$ cat src/rtl/rfetch_fwd_stage_pkg.sv
// Shared rvga types for the register-fetch slice: register index, data word,
// and the decode/rfetch control words.
package rfetch_fwd_stage_pkg;

  localparam int RVGA_NREGS = 32;
  localparam int RVGA_RW    = $clog2(RVGA_NREGS);
  localparam int RVGA_XW    = 32;

  typedef logic [RVGA_RW-1:0] rvga_reg;
  typedef logic [RVGA_XW-1:0] rvga_word;

  typedef struct packed {
    logic [7:0] op;
    rvga_reg    rs1;
    rvga_reg    rs2;
    rvga_reg    rd;
    logic       rd_w_v;
    logic       br_v;
    rvga_word   imm;
  } rvga_decode_cword;

  typedef struct packed {
    logic [7:0] op;
    rvga_reg    rs1;
    rvga_reg    rs2;
    rvga_reg    rd;
    logic       rd_w_v;
    logic       br_v;
    rvga_word   imm;
    rvga_word   rs1_data;
    rvga_word   rs2_data;
  } rvga_rfetch_cword;

  // x0 is hardwired, so a write to it never becomes a pending result.
  function automatic logic writes_reg(input rvga_decode_cword c);
    return c.rd_w_v && (c.rd != '0);
  endfunction

endpackage

$ cat src/rtl/rfetch_fwd_stage_scoreboard.sv
// Per-register pending-write counters: +1 on issue, -1 on writeback and on a
// flushed writer, floored at 0 and capped at the counter maximum.
module rfetch_scoreboard
  import rfetch_fwd_stage_pkg::*;
#(
  parameter int NREGS_P = 32,
  parameter int CNT_W_P = 2
) (
  input  logic               clk,
  input  logic               rst,
  input  logic               inc_v,
  input  rvga_reg            inc_rd,
  input  logic               wb_v,
  input  rvga_reg            wb_rd,
  input  logic               fl_v,
  input  rvga_reg            fl_rd,
  output logic [NREGS_P-1:0] busy,
  output logic [NREGS_P-1:0] sat
);

  localparam logic [CNT_W_P-1:0]        CNT_MAX   = '1;
  localparam logic signed [CNT_W_P+1:0] ONE_S     = 1;
  localparam logic signed [CNT_W_P+1:0] ZERO_S    = 0;
  localparam logic signed [CNT_W_P+1:0] CNT_MAX_S = signed'({2'b00, CNT_MAX});

  logic [CNT_W_P-1:0] cnt [NREGS_P];

  function automatic logic [CNT_W_P-1:0] cnt_step(input logic [CNT_W_P-1:0] c,
                                                  input logic inc, input logic dec_a,
                                                  input logic dec_b);
    logic signed [CNT_W_P+1:0] s;
    s = signed'({2'b00, c});
    if (inc)   s = s + ONE_S;
    if (dec_a) s = s - ONE_S;
    if (dec_b) s = s - ONE_S;
    if (s < ZERO_S)         return '0;
    else if (s > CNT_MAX_S) return CNT_MAX;
    else                    return s[CNT_W_P-1:0];
  endfunction

  always_ff @(posedge clk) begin
    for (int r = 0; r < NREGS_P; r++) begin
      if (rst) cnt[r] <= '0;
      else     cnt[r] <= cnt_step(cnt[r],
                                  inc_v && (int'(inc_rd) == r),
                                  wb_v  && (int'(wb_rd)  == r),
                                  fl_v  && (int'(fl_rd)  == r));
    end
  end

  always_comb begin
    busy = '0;
    sat  = '0;
    for (int r = 0; r < NREGS_P; r++) begin
      busy[r] = (cnt[r] != '0);
      sat[r]  = (cnt[r] == CNT_MAX);
    end
  end

endmodule

$ cat src/rtl/rfetch_fwd_stage.sv
// Register-fetch stage: register file, operand forwarding, RAW hazard stall and
// output register. Define RVGA_RF_WB_BYPASS_EN to bypass same-cycle writeback data.
module rfetch_fwd_stage
  import rfetch_fwd_stage_pkg::*;
#(
  parameter int WIDTH_P = 32,
  parameter int NREGS_P = 32,
  parameter int NFWD_P  = 2,
  parameter int CNT_W_P = 2
) (
  input  logic                      clk_i,
  input  logic                      rst_i,
  input  rvga_decode_cword          cword_i,
  input  logic                      cword_v_i,
  output logic                      ready_o,
  input  logic                      stall_v_i,
  input  logic                      flush_v_i,
  output rvga_rfetch_cword          cword_o,
  output logic                      cword_v_o,
  output logic                      br_v_o,
  input  logic [NFWD_P-1:0]         fwd_v_i,
  input  logic [NFWD_P*RVGA_RW-1:0] fwd_rd_i,
  input  logic [NFWD_P*WIDTH_P-1:0] fwd_data_i,
  input  rvga_reg                   rd_i,
  input  logic [WIDTH_P-1:0]        rd_data_i,
  input  logic                      rd_w_v_i,
  output logic                      hazard_o
);

`ifdef RVGA_RF_WB_BYPASS_EN
  localparam bit WB_BYP = 1'b1;
`else
  localparam bit WB_BYP = 1'b0;
`endif

  typedef struct packed {
    logic               byp;
    logic [WIDTH_P-1:0] data;
  } opnd_t;

  logic [WIDTH_P-1:0] rf [NREGS_P];
  logic [NREGS_P-1:0] busy, sat;
  opnd_t              op1, op2;
  logic               issue, fl_dec;
  rvga_rfetch_cword   cword_p1;
  logic               vld_p1;

  // byp marks operands that do not depend on the register file, so they clear the hazard.
  function automatic opnd_t sel_opnd(input rvga_reg rs, input logic [WIDTH_P-1:0] rf_val);
    opnd_t o;
    o.byp  = 1'b0;
    o.data = rf_val;
    if (WB_BYP && rd_w_v_i && (rd_i == rs)) begin
      o.byp  = 1'b1;
      o.data = rd_data_i;
    end
    for (int k = NFWD_P - 1; k >= 0; k--) begin
      if (fwd_v_i[k] && (fwd_rd_i[k*RVGA_RW +: RVGA_RW] == rs)) begin
        o.byp  = 1'b1;
        o.data = fwd_data_i[k*WIDTH_P +: WIDTH_P];
      end
    end
    if (rs == '0) begin
      o.byp  = 1'b1;
      o.data = '0;
    end
    return o;
  endfunction

  always_ff @(posedge clk_i) begin
    if (rst_i) begin
      for (int r = 0; r < NREGS_P; r++) rf[r] <= '0;
    end else if (rd_w_v_i && (rd_i != '0)) begin
      rf[rd_i] <= rd_data_i;
    end
  end

  always_comb begin
    op1      = sel_opnd(cword_i.rs1, rf[cword_i.rs1]);
    op2      = sel_opnd(cword_i.rs2, rf[cword_i.rs2]);
    hazard_o = cword_v_i && ((busy[cword_i.rs1] && !op1.byp) ||
                             (busy[cword_i.rs2] && !op2.byp) ||
                             (writes_reg(cword_i) && sat[cword_i.rd]));
  end

  assign ready_o = !hazard_o && !stall_v_i;
  assign issue   = cword_v_i && !hazard_o && !stall_v_i && !flush_v_i;
  assign fl_dec  = flush_v_i && vld_p1 && cword_p1.rd_w_v && (cword_p1.rd != '0);

  rfetch_scoreboard #(
    .NREGS_P (NREGS_P),
    .CNT_W_P (CNT_W_P)
  ) u_sb (
    .clk    (clk_i),
    .rst    (rst_i),
    .inc_v  (issue && writes_reg(cword_i)),
    .inc_rd (cword_i.rd),
    .wb_v   (rd_w_v_i && (rd_i != '0)),
    .wb_rd  (rd_i),
    .fl_v   (fl_dec),
    .fl_rd  (cword_p1.rd),
    .busy   (busy),
    .sat    (sat)
  );

  // Stage boundary: decode cword + operands -> rfetch output register
  always_ff @(posedge clk_i) begin
    if (rst_i) begin
      vld_p1   <= 1'b0;
      cword_p1 <= '0;
    end else if (flush_v_i) begin
      vld_p1   <= 1'b0;
    end else if (!stall_v_i) begin
      vld_p1   <= issue;
      if (issue) cword_p1 <= {cword_i, op1.data, op2.data};
    end
  end

  assign cword_o   = cword_p1;
  assign cword_v_o = vld_p1;
  assign br_v_o    = vld_p1 && cword_p1.br_v;

endmodule

$ cat config.mk
export PLATFORM = sky130hd
export DESIGN_NAME = rfetch_fwd_stage
export DESIGN_NICKNAME = d
export VERILOG_FILES = /design/src/rtl/rfetch_fwd_stage_pkg.sv /design/src/rtl/rfetch_fwd_stage_scoreboard.sv /design/src/rtl/rfetch_fwd_stage.sv
export SDC_FILE = /design/constraint.sdc
export NUM_CORES = 2
export LEC_CHECK = 0
export BUFFER_PORTS_ARGS = -buffer_cell sky130_fd_sc_hd__buf_2
export CAP_MARGIN = 20
export CORE_MARGIN = 2
export CORE_UTILIZATION = 45
export DETAILED_ROUTE_END_ITERATION = 8
export PLACE_DENSITY = 0.63
export RECOVER_POWER = 50
export SLEW_MARGIN = 25
export SYNTH_ARGS = -nofsm -noshare
export SYNTH_HDL_FRONTEND = slang
export SYNTH_SLANG_ARGS = --single-unit
$ cat constraint.sdc
create_clock -name clk_i -period 5.3 [get_ports clk_i]
set_input_delay 0.53 -clock clk_i [delete_from_list [all_inputs] [get_ports clk_i]]
set_output_delay 0.53 -clock clk_i [all_outputs]
set_load 0.01 [all_outputs]
==> flow_summary.yaml <==
power_and_ir_drop:
  p_int_mw: 17.1
  p_clk_frac: 0.388
  maximum_ir_drop_on_the_vdd_rail_v: 0.000302
  power.net_switching_mw: 6.07
  leakagePower_nw: 27.7
  power.combinational.fraction: 0.134
  power.share.switching: 0.262
  seq_power_share: 0.478
  power.density_nw_per_um2: 294
timing:
  fin_worst_skew_ns: 0.0187
  grt_setup_unrepaired: "no"
  final.hold.worst_slack_ns: 0.0852
  setup_viol_count_final: 0
  worst_slack_ns: 0.122
  post-route-period-util: 0.977
  max_slew_margin: -1.30
  fin_setup_tns_ns: 0
  final_max_slew_viol_count: 922
  final_hold_violating_endpoints: 0
  tightestPinTransition_ns: 3.45
  post-route-min-period_ns: 5.18
  fmax_ghz: 0.193
yosys:
  synth_top_area_share: 0.435
  synthFlopType: "edfxtp_1"
  synth_area_leaders: "edfxtp_1 44%, mux4_2 18%, and2_1 8.0%"
  post-synth-top-count-cell: "edfxtp_1"
  syn_avg_cell_area_sq_um: 12.5
  seq_area_frac_synth: 0.488
  yosys_top_cell_by_area: "edfxtp_1"
  synth-edff-count: 1024
  synthTopCellsByCount: "1024 x edfxtp_1, 904 x and2_1, 579 x mux4_2"
  netlist_area_sq_um: 70600
  synth_cell_type_count: 84
  synthArstFlopShare: 0
  netlist_instances: 5660
  register_bit_total_from_synthesis: 1210
  synth-warning-count: 0
place:
  port_buffers: 300
  place_congestion: 0.946
  dp_hpwl_mm: 157
  detailed_place.area_sq_um: 74800
  pre_cts_slack_ns: 0.393
drt:
  vias: 51900
  post_drt_via_cell_ratio: 6.48
  drtIter0Drc: 7667
  routed_wl_mm: 259
  drc: 0
  antenna_viol_nets_final: 0
  route.detailed.wl_per_inst_microns: 32.3
  drt_first_pass_iters: 6
finish:
  area.growth.synth_to_final_pct: 11.7
  layout.nets: 6129
  fraction_of_the_core_area_covered_by_cells_at_the_end_of_the_flow: 0.506
  final_layout_size_suffix_gt1_frac: 0.199
  final_design_area_no_fill_sq_um: 78900
clocking:
  clock_insertion_delay_worst_skew_ns: 0.78
  tritoncts: "yes"
  cts.repair_timing.setup_buffer_count: 0
  cts_htree_levels: 4
  cts-root-buf: "clkbuf_16"
  clock_transition_at_path_regs_ns: 0.06
  clock-sinks: 1210
  cts_made_buffers: 136
  max-clock-path-buffers: 3
die:
  die_w_microns: 400
  floorplan.io_pins: 301
  die_h_microns: 400
  fp.coreArea_sq_um: 156000
  placement_rows: 145
  initial_core_util: 0.453
  dieArea_sq_um: 160000
worst_setup_path:
  cp_data_arrival_time_ns: 5.30
  required_ns: 5.42
  crit_path_start_kind: "input port"
  path_class: "in -> reg"
  worst_setup_path_end_kind: "flip-flop"
  worstPathMaxFanout: 44
status:
  violations: "max-capacitance violations, max-slew violations"
  run_status: "complete, but fails checks"
global_routing:
  grt_util_all_layers: 0.319
  largest_net_degree_at_the_start_of_global_routing: 123
  grt_pass1_wl_mm: 362
  grt_antenna_before_repair: 39
  globalRoute.totalOverflow: 0
  first_global_vias: 50100
flow_run:
  max_capacitance_violation_count: 40
worst_hold_path:
  hold_class: "in -> reg"
==> registers in the layout (all words and copies together), names as in the netlist <==
signal / count
cword_o: 121
cword_v_o: 1
rf: 1024
u_sb.cnt: 64
==> path summary, 6_finish.rpt <==
path	startpoint	to	slack, ns	cells after the start
max	rst_i	rf[1][22]$_SDFFCE_PN0P_	0.12	5
min	cword_i[33]	cword_o[97]$_SDFFE_PP0P_	0.09	3
max reg2reg	u_sb.cnt[2][10]$_SDFF_PP0_	u_sb.cnt[3][6]$_SDFF_PP0_	0.47	18
min reg2reg	u_sb.cnt[0][0]$_SDFF_PP0_	u_sb.cnt[0][0]$_SDFF_PP0_	0.44	2
==> placed cells by master (no fill, tap or decap), types with 17 or more instances in the layout <==
| cell | synthesis | layout |
|---|---|---|
| o211ai_1 | 41 | 41 |
| a31oi_1 | 23 | 22 |
| mux4_2 | 579 | 579 |
| inv_1 | 82 | 80 |
| nor2_1 | 320 | 306 |
| edfxtp_1 | 1024 | 1024 |
| buf_4 | 3 | 114 |
| nand3_1 | 94 | 92 |
| nand2_1 | 483 | 472 |
| clkbuf_16 | 0 | 142 |
| clkbuf_1 | 382 | 190 |
| o21ai_0 | 119 | 115 |
| a221oi_1 | 29 | 29 |
| mux2i_1 | 242 | 242 |
| a21o_1 | 32 | 32 |
| buf_12 | 0 | 17 |
| or3_1 | 17 | 17 |
| and2_1 | 904 | 631 |
| clkinv_1 | 1 | 18 |
| conb_1 | 1 | 32 |
| and3_1 | 120 | 118 |
| ha_1 | 125 | 125 |
| dlygate4sd3_1 | 0 | 43 |
| buf_2 | 63 | 170 |
| a21oi_1 | 162 | 161 |
| nand4_1 | 29 | 29 |
| a22oi_1 | 96 | 96 |
| dfxtp_1 | 186 | 186 |
| a211oi_1 | 41 | 41 |
| clkinv_2 | 0 | 23 |
| nor3_1 | 75 | 73 |
| xor2_1 | 40 | 40 |
| and2_0 | 1 | 273 |
| xnor2_1 | 63 | 63 |
==> metal layers <==
layer / routed length [microns] / vias to the layer above / track usage / part of all wire
met3: 36200 / 757 / 0.106 / 0.14
met4: 14100 / 26 / 0.148 / 0.054
met5: 148 / - / 0 / 0.00057
met1: 94400 / 25900 / 0.414 / 0.36
met2: 114000 / 3555 / 0.485 / 0.44
li1: - / 21600 / - / -
==> logic make-up (layout without fill, tap and decap cells) <==
| family | Yosys count | after routing | share of synthesized area |
|---|---|---|---|
| muxes | 837 | 837 | 0.221 |
| adders and majority gates | 125 | 125 | 0.0221 |
| and+or+nand+nor | 2141 | 2141 | 0.160 |
| other | 1 | 46 | 0.0000531 |
| AOI/OAI and AO/OA | 642 | 642 | 0.0601 |
| xor gates and xnor gates | 113 | 113 | 0.0151 |
| buffers and inverters | 591 | 831 | 0.0327 |
| DFF | 1210 | 1210 | 0.488 |
==> final cells by class <==
type	instances	area [sq um]
fill	13300	77100
multi-input combinational	3890	34200
antenna	14	35.0
tap	2058	2570
clock buffer	193	3770
sequential	1210	34500
timing repair buffer	505	3180
inverter	85	324
clock inverter	48	312
==> worst max-delay path, cell delays in order <==
cell and delay [ns]:
clkbuf_1 0.72, inv_6 0.70, clkbuf_1 2.12, o21ai_4 0.05, clkbuf_2 1.12
==> stage by stage <==
stage / std cells / total power [mW]
floorplan: 5691 / 13.1
global placement: 7701 / 14.2
detailed placement: 7703 / 14.3
CTS: 7987 / 23.2
global route: 7991 / 23.7
finish: 8003 / 23.2
==> power by group through the flow <==
stage | combinational, mW | clock, mW | sequential [mW]
CTS | 3.07 | 9.06 | 11.1
finish | 3.11 | 8.99 | 11.1
global route | 3.22 | 9.40 | 11.1
floorplan | 1.90 | 0 | 11.2
global placement | 3.01 | 0 | 11.2
detailed placement | 3.04 | 0 | 11.2
==> timing repair <==
| action | CTS | global route |
|---|---|---|
| endpoints found under the hold margin | 42 | 0 |
| gates resized for setup | 0 | 0 |
| setup endpoints to repair | 0 | 0 |
| hold buffers | 43 | 0 |
(Power assumes the default switching activity.)
